`src/rtl/gate_apply_2x2.sv`:
```
// gate_apply_2x2: applies one 2x2 complex gate to an amplitude pair using a
// single complex multiplier shared over four cycles, with per-component
// saturation and valid/ready handshakes on both sides.

// complex_fix_mul: combinational complex product of two signed fixed-point
// numbers (W bits, W-1 fractional), rounded to nearest and clamped to PW bits.
module complex_fix_mul #(
    parameter int W  = 19,
    parameter int PW = 20
) (
    input  logic [0:1][W-1:0]  a,
    input  logic [0:1][W-1:0]  b,
    output logic [0:1][PW-1:0] p
);
    localparam int FW = 2 * W + 1;
    localparam int FB = W - 1;
    localparam logic signed [FW-1:0] RND  = FW'(1) << (FB - 1);
    localparam logic signed [FW-1:0] PMAX = FW'((1 << (PW - 1)) - 1);
    localparam logic signed [FW-1:0] PMIN = ~PMAX;

    function automatic logic signed [FW-1:0] sx(input logic [W-1:0] v);
        return {{(FW - W){v[W-1]}}, v};
    endfunction

    function automatic logic [PW-1:0] scale(input logic signed [FW-1:0] full);
        logic signed [FW-1:0] r;
        r = (full + RND) >>> FB;
        if (r > PMAX)      return PMAX[PW-1:0];
        else if (r < PMIN) return PMIN[PW-1:0];
        else               return r[PW-1:0];
    endfunction

    // Full-precision real/imag sums of products, then round and clamp
    always_comb begin
        p[0] = scale(sx(a[0]) * sx(b[0]) - sx(a[1]) * sx(b[1]));
        p[1] = scale(sx(a[0]) * sx(b[1]) + sx(a[1]) * sx(b[0]));
    end
endmodule

module gate_apply_2x2 #(
    parameter int W  = 19,
    parameter int PW = 20
) (
    input  logic             clk,
    input  logic             reset,
    input  logic             in_valid,
    output logic             in_ready,
    input  logic [0:1][W-1:0] g00,
    input  logic [0:1][W-1:0] g01,
    input  logic [0:1][W-1:0] g10,
    input  logic [0:1][W-1:0] g11,
    input  logic [0:1][W-1:0] a0,
    input  logic [0:1][W-1:0] a1,
    output logic [0:1][W-1:0] out0,
    output logic [0:1][W-1:0] out1,
    output logic             out_valid,
    input  logic             out_ready,
    output logic             saturated
);
    localparam int AW = PW + 1;
    localparam logic signed [AW-1:0] SMAX = AW'((1 << (W - 1)) - 1);
    localparam logic signed [AW-1:0] SMIN = ~SMAX;

    typedef enum logic [1:0] {
        IDLE = 2'd0,
        MUL  = 2'd1,
        DONE = 2'd2
    } state_t;

    state_t state, state_nx;
    logic [1:0] step;

    // Latched gate (index = step) and amplitudes (index = step[0])
    logic [0:1][W-1:0] g_r [0:3];
    logic [0:1][W-1:0] a_r [0:1];

    logic [0:1][W-1:0]  mul_g, mul_a;
    logic [0:1][PW-1:0] prod;
    logic [0:1][AW-1:0] prod_x, acc0, acc1, acc0_sum, acc1_fin;
    logic [0:1][W-1:0]  sat0, sat1;
    logic [0:1]         clip0, clip1;

    // Returns {clip, value}: value clamped to the W-bit signed range
    function automatic logic [W:0] sat(input logic signed [AW-1:0] v);
        if (v > SMAX)      return {1'b1, SMAX[W-1:0]};
        else if (v < SMIN) return {1'b1, SMIN[W-1:0]};
        else               return {1'b0, v[W-1:0]};
    endfunction

    assign in_ready = (state == IDLE);

    complex_fix_mul #(.W(W), .PW(PW)) u_mul (
        .a (mul_g),
        .b (mul_a),
        .p (prod)
    );

    // Operand mux, sign extension, accumulation sums and saturation
    always_comb begin
        mul_g = g_r[step];
        mul_a = a_r[step[0]];
        for (int c = 0; c < 2; c++) begin
            prod_x[c]   = {prod[c][PW-1], prod[c]};
            acc0_sum[c] = acc0[c] + prod_x[c];
            acc1_fin[c] = acc1[c] + prod_x[c];
            {clip0[c], sat0[c]} = sat(acc0[c]);
            {clip1[c], sat1[c]} = sat(acc1_fin[c]);
        end
    end

    // State register
    // NOTE: every clocked block uses non-blocking assignments so all registers
    // update together from pre-edge values; blocking here would create races.
    always_ff @(posedge clk) begin
        if (reset) state <= IDLE;
        else       state <= state_nx;
    end

    // Next-state logic
    // NOTE: the default is assigned first so every path drives state_nx;
    // a missing branch would otherwise infer a latch.
    always_comb begin
        state_nx = state;
        case (state)
            IDLE:    if (in_valid)   state_nx = MUL;
            MUL:     if (step == 2'd3) state_nx = DONE;
            DONE:    if (out_ready)  state_nx = IDLE;
            default: state_nx = IDLE;
        endcase
    end

    // Operand capture on accept
    // NOTE: these registers are deliberately not reset: they are only read in
    // MUL, which is reachable solely through an accept that loads them.
    always_ff @(posedge clk) begin
        if (state == IDLE && in_valid) begin
            g_r[0] <= g00;
            g_r[1] <= g01;
            g_r[2] <= g10;
            g_r[3] <= g11;
            a_r[0] <= a0;
            a_r[1] <= a1;
        end
    end

    // Step counter, accumulators, result registers and output handshake
    always_ff @(posedge clk) begin
        if (reset) begin
            step      <= 2'd0;
            acc0      <= '0;
            acc1      <= '0;
            out0      <= '0;
            out1      <= '0;
            saturated <= 1'b0;
            out_valid <= 1'b0;
        end else begin
            case (state)
                IDLE: step <= 2'd0;
                MUL: begin
                    step <= step + 2'd1;
                    case (step)
                        2'd0: acc0 <= prod_x;
                        2'd1: acc0 <= acc0_sum;
                        2'd2: acc1 <= prod_x;
                        default: begin
                            out0      <= sat0;
                            out1      <= sat1;
                            saturated <= |{clip0, clip1};
                            out_valid <= 1'b1;
                        end
                    endcase
                end
                DONE: if (out_ready) out_valid <= 1'b0;
                default: ;
            endcase
        end
    end
endmodule
```
`config.mk`:
```
export PLATFORM = sky130hd
export DESIGN_NAME = gate_apply_2x2
export DESIGN_NICKNAME = d
export VERILOG_FILES = /design/src/rtl/gate_apply_2x2.sv
export SDC_FILE = /design/constraint.sdc
export NUM_CORES = 2
export LEC_CHECK = 0
export BUFFER_PORTS_ARGS = -buffer_cell sky130_fd_sc_hd__buf_2
export CORE_ASPECT_RATIO = 0.7
export CORE_MARGIN = 1
export CORE_UTILIZATION = 65
export DETAILED_ROUTE_END_ITERATION = 8
export GPL_TIMING_DRIVEN = 0
export PLACE_DENSITY = 0.83
export SLEW_MARGIN = 15
export SYNTH_ARGS = -nofsm -noshare
export SYNTH_HDL_FRONTEND = slang
export SYNTH_SLANG_ARGS = --single-unit
```
`constraint.sdc`:
```
create_clock -name clk -period 21.8 [get_ports clk]
set_input_delay 2.18 -clock clk [delete_from_list [all_inputs] [get_ports clk]]
set_output_delay 2.18 -clock clk [all_outputs]
set_load 0.01 [all_outputs]
```
Word level (Yosys, flattened, before mapping)
Memory sizes are Yosys's and may differ from the RTL's. A register that Yosys moved wholly into a read port is not among the register bits.
Cells that the tools add are included.
{"block": "word_totals", "wordCells": 89, "register_bits": 164, "ramBits": 228, "n_memories": 2, "in_bits": 232}
{"block": "classes", "n_eq_ne": 9, "muxes": 27, "multipliers": 4, "addsub": 9, "bitwise": 1, "reduce_logical": 13, "order_cmp": 12}
{"name": "g_r", "depth": 4, "word_bits": 38, "rd": 1, "rd_clocked_by_memory_dff": 1, "wr": 4, "line_no": "74", "rtl": "logic [0:1][W-1:0] g_r [0:3];"}
{"name": "a_r", "depth": 2, "word_bits": 38, "rd": 1, "rd_clocked_by_memory_dff": 1, "wr": 2, "line_no": "75", "rtl": "logic [0:1][W-1:0] a_r [0:1];"}
{"op": "$mux 20", "n": 12}
{"op": "$mul 19x19->38", "n": 4}
{"op": "$gt 21x19->1 const B", "n": 4}
{"op": "$lt 21x19->1 const B", "n": 4}
{"op": "$pmux 42 s2", "n": 1}
{"op": "$add 39x19->39 const B", "n": 2}
{"op": "$add 20x20->21", "n": 2}
{"op": "$add 21x21->21", "n": 2}
{"op": "$gt 21x20->1 const B", "n": 2}
{"op": "$lt 21x20->1 const B", "n": 2}
{"op": "$add 39x39->39", "n": 1}
{"op": "$sub 39x39->39", "n": 1}
{"op": "$mux 2", "n": 5}
{"op": "$ne 2x2->1 const B", "n": 4}
{"op": "$eq 2x2->1 const B", "n": 3}
{"op": "$mux 1", "n": 6}
{"op": "$pmux 2 s3", "n": 1}
{"op": "$reduce_and 2->1", "n": 3}
{"op": "$reduce_and 3->1", "n": 2}
{"op": "$reduce_bool 2->1", "n": 3}
{"op": "$eq 2x1->1 const B", "n": 2}
{"op": "$logic_not 2->1", "n": 2}
{"op": "$pmux 2 s2", "n": 1}
{"op": "$reduce_or 4->1", "n": 1}
{"op": "5 further kinds", "n": 5}

Depth between registers and ports, before layout
{"block": "depth", "word_depth": 11, "ltp_mapped": 62, "mapped_depth_nobuf": 55}

Modules after synthesis
Synthesis repeated with hierarchy kept, for this count alone.
{"block": "hier_totals", "hier_cells": 7449, "area_unflattened_um2": 73573.1}
{"module": "complex_fix_mul", "cells_each": 5880, "area_each_um2": 55468.2, "instances": 1}
{"module": "gate_apply_2x2", "cells_each": 1569, "area_each_um2": 18104.9, "instances": 1}

Worst setup path before layout
No wires, ideal clock.
{"block": "synth_path", "path_kind": "register to register", "from": "register with a tool-made name", "to": "register out1[10] (netlist name)", "path_stages_with_launch": 57, "synth_period_minus_slack_ps": 13673, "slack_ps": 8127, "required_ps": 21735, "arrival_ps": 13608, "path_buffers": 7, "setup_time_ps": 65, "cell_sequence": "dfxtp_1 > buf_2 > buf_6 > clkbuf_1 > clkbuf_1 > mux2i_1 > nand2_1 > o21ai_1 > clkbuf_1 > nor2_1 > fa_1 > fa_1 > inv_1 > fa_1 > inv_1 > fa_1 > fa_1 > fa_1 > [... 21 more ...] > xnor2_4 > or2_1 > buf_4 > a21oi_2 > inv_1 > ha_1 > a21o_1 > a21o_1 > a2111oi_0 > o21ai_0 > a41o_1 > a21oi_1 > mux2_2 > a311o_1 > nand2_1 > clkbuf_1 > a21oi_1 > nor2_1"}
{"element": "end signal: assignment", "line_no": "167", "rtl": "out1 <= sat1;"}
{"element": "end: declaration", "line_no": "55", "rtl": "output logic [0:1][W-1:0] out1,"}

==> summary.md <==
| Metric | Value |
|---|---|
| Status | complete, but fails checks |
| Failing checks | design-rule violations, max-capacitance violations, max-slew violations |
| Synth Instances | roughly 8,100 |
| Yosys cell types | 95 |
| CTS resizes | 0 |
| Worst-Skew Late Latency | approximately 670 ps |
| H-tree Lvls | 2 |
| DIE WIDTH | 407 µm |
| Final Hold Vio Count | 0 |
| Post-DR vias/cell | ~6.5 |
| Max-cap viol count | 4 |
| CTS max path bufs | 3 |
| Detailed-route wire length per cell | about 32 µm |
| Total number of vias | ~66,000 |
| Worst-Margin Slew | roughly 1500 ps |
| Vias in the first global route | 64,172 |
| FILL cells | around 8,600 |
| Register clock-pin slew on the reported worst setup and hold paths | 70 ps |
| Multi-input logic area | about 0.058 mm² |
| IO Pins | approximately 310 |
| Routability cong. | between 1 and 1.5 |
| Iter 0 DRT Violations | roughly 10,000 |
| Hpwl dp | 257,000 µm |
| Rows | about 100 |
| Critical Path Max Stage Delay | roughly 1100 ps |
| Critical path type | flip-flop to flip-flop |
| Starting Density | 0.659 |
| Crit end category | flip-flop |
| Worst slew margin | -0.0131 |
| Root Buffer | clkbuf_16 |
| Most common cell after layout, fill and taps aside | inv_1 |
| Final Setup Violations | 0 |
| Gr ovfl total | 0 |
| DR pass1 iterations | 9 |
| Clk_skew | just under 60 ps |
| CTS tree | done |
| Post-layout nets | 10,836 |
| Fin crit share | 0.963 |
| Core footprint | 0.113 mm² |
| Seq/Total Area, Yosys | 0.136 |
| Post-CTS setup buffer count | 0 |
| Number of remaining DRC errors | 16 |
| Unrepaired setup endpoints after global routing | no |
| First-pass GRT wire length | 447,000 µm |
| Largest net degree at the start of global routing | 65 |
| DRT antenna net count | 0 |
| Type of origin of the critical path | flip-flop |
| CP Max Fanout | 10 |
| Non-Filler Instances | between 10,000 and 15,000 |
| Worst-path cell with the longest stage delay | buf_1 |
| CTS buffer count | a little over 40 |
| PortBufs | 310 |
| Clock sink total | approximately 390 |
| WL final | 320,000 µm |
| Final Critical Period | around 21,000 ps |
| Max Clk Rate | roughly 48 MHz |
| Post-synth EDFFs | 228 |
| Register area | just over 0.01 mm² |
| Ys flop type | edfxtp_1 |
| Synth warn | 0 |
| Async SR Flop Fraction | 0 |
| Mapped Area | between 0.07 and 0.08 mm² |
| Worst hold path type | flip-flop to flip-flop |
| Die Y | roughly 290 µm |
| Synth-to-layout area growth | 7.50% |
| CP required | ~22,000 ps |
| Max-slew violation count | 23 |
| Synth Net Count | 10,453 |
| TNS Setup | 0 ps |
| Most frequent cells in the layout | inv_1, fa_1, nor2_1, nand2_1, ha_1 |
| Share of post-route cells with drive strength above 1 | 0.0743 |
| Avg Cell Area, Syn | ~9.3 µm² |
| Arrival time worst endpoint | roughly 22,000 ps |
| Placed Cells | around 10,000 |
| Total Die Area | ~0.12 mm² |
| Post-cts hold buffer count | 0 |
| Overall Global Routing Usage | 0.552 |
| Seq cells post-synth | slightly below 400 |
| Antenna violations before repair | 20 |
worst paths after layout:
kind	startpoint	depth (start not counted)	to	slack (ps)
hold reg to reg	out0[1]	2	out0[1]	450
setup / recovery	flip-flop	54	out1[13]	810
hold / removal	out0[1]	2	out0[1]	450
setup reg to reg	flip-flop	54	out1[13]	810
through the flow:
stage	hold slack, ps	util	setup WS (ps)	instance area, µm²
CTS	450	0.707	2130	80200
finish	452	0.709	812	80400
global placement	439	0.690	275	78200
floorplan	441	-	8130	74700
global route	475	0.708	1170	80300
detailed placement	442	0.695	2200	78800
flip-flops by register name (all words and copies together) (netlist names), named ones only:
signal / count
step: 2
acc1: 40
out0: 38
out_valid: 1
a_r: 76
saturated: 1
out1: 38
state: 2
acc0: 42
g_r: 152
cell families (layout without fill, tap and decap cells):
logic type                 after synthesis  in the layout  share of synthesized area
and+or+nand+nor                       2173           2173                      0.118
buffers and inverters                 1880           2296                     0.0949
other                                    0             35                          0
AOI/OAI and AO/OA                     1011           1011                     0.0847
xor gates and xnor gates               270            270                     0.0322
DFF                                    394            394                      0.136
muxes                                  148            148                     0.0210
adders and majority gates             2177           2177                      0.513
cells in the mapped netlist (all sizes together), types with 29 or more instances:
| library cell | n | area share |
|---|---|---|
| xor2 | 84 | 0.0099 |
| clkbuf | 316 | 0.016 |
| nand2 | 898 | 0.045 |
| or3 | 37 | 0.0031 |
| inv | 1526 | 0.077 |
| nor2 | 970 | 0.049 |
| nand2b | 46 | 0.0039 |
| xnor2 | 186 | 0.022 |
| o21bai | 29 | 0.0030 |
| nand3 | 55 | 0.0037 |
| mux2i | 76 | 0.010 |
| buf | 36 | 0.0023 |
| mux2 | 72 | 0.011 |
| ha | 688 | 0.12 |
| nor3 | 48 | 0.0032 |
| o21a | 67 | 0.0067 |
| fa | 1480 | 0.40 |
| a21oi | 328 | 0.022 |
| a21o | 110 | 0.011 |
| a31oi | 36 | 0.0034 |
| o21ai | 261 | 0.017 |
| dfxtp | 166 | 0.044 |
| edfxtp | 228 | 0.092 |
layer usage:
| metal | share of wire | wire length [µm] | vias up | track usage |
|---|---|---|---|---|
| li1 | - | - | 25891 | - |
| met1 | 0.35 | 113000 | 32147 | 0.705 |
| met2 | 0.35 | 113000 | 6052 | 0.670 |
| met3 | 0.20 | 65300 | 1433 | 0.366 |
| met4 | 0.084 | 27000 | 45 | 0.344 |
| met5 | 0.0039 | 1240 | - | 0.0405 |
critical path: cells and delay by family (launching register included):
| family | cells | cell delay, ps |
|---|---|---|
| adders and majority gates | 13 | 5210 |
| AOI/OAI and AO/OA | 18 | 7480 |
| xor gates and xnor gates | 2 | 690 |
| buffers and inverters | 13 | 5440 |
| and+or+nand+nor | 8 | 1670 |
| DFF | 1 | 310 |
final cells by class:
cell class	instances	share of cell area
timing repair buffer	340	0.0248
multi-input combinational	5779	0.717
inverter	1528	0.0714
antenna	35	0.00109
clock inverter	18	0.00297
tap	1522	0.0237
clock buffer	58	0.0145
sequential	394	0.127
buffer	352	0.0181
Power is left out: the tool's default activity adds up to more than one toggle a clock period on the data nets, which glitch-free logic cannot reach.
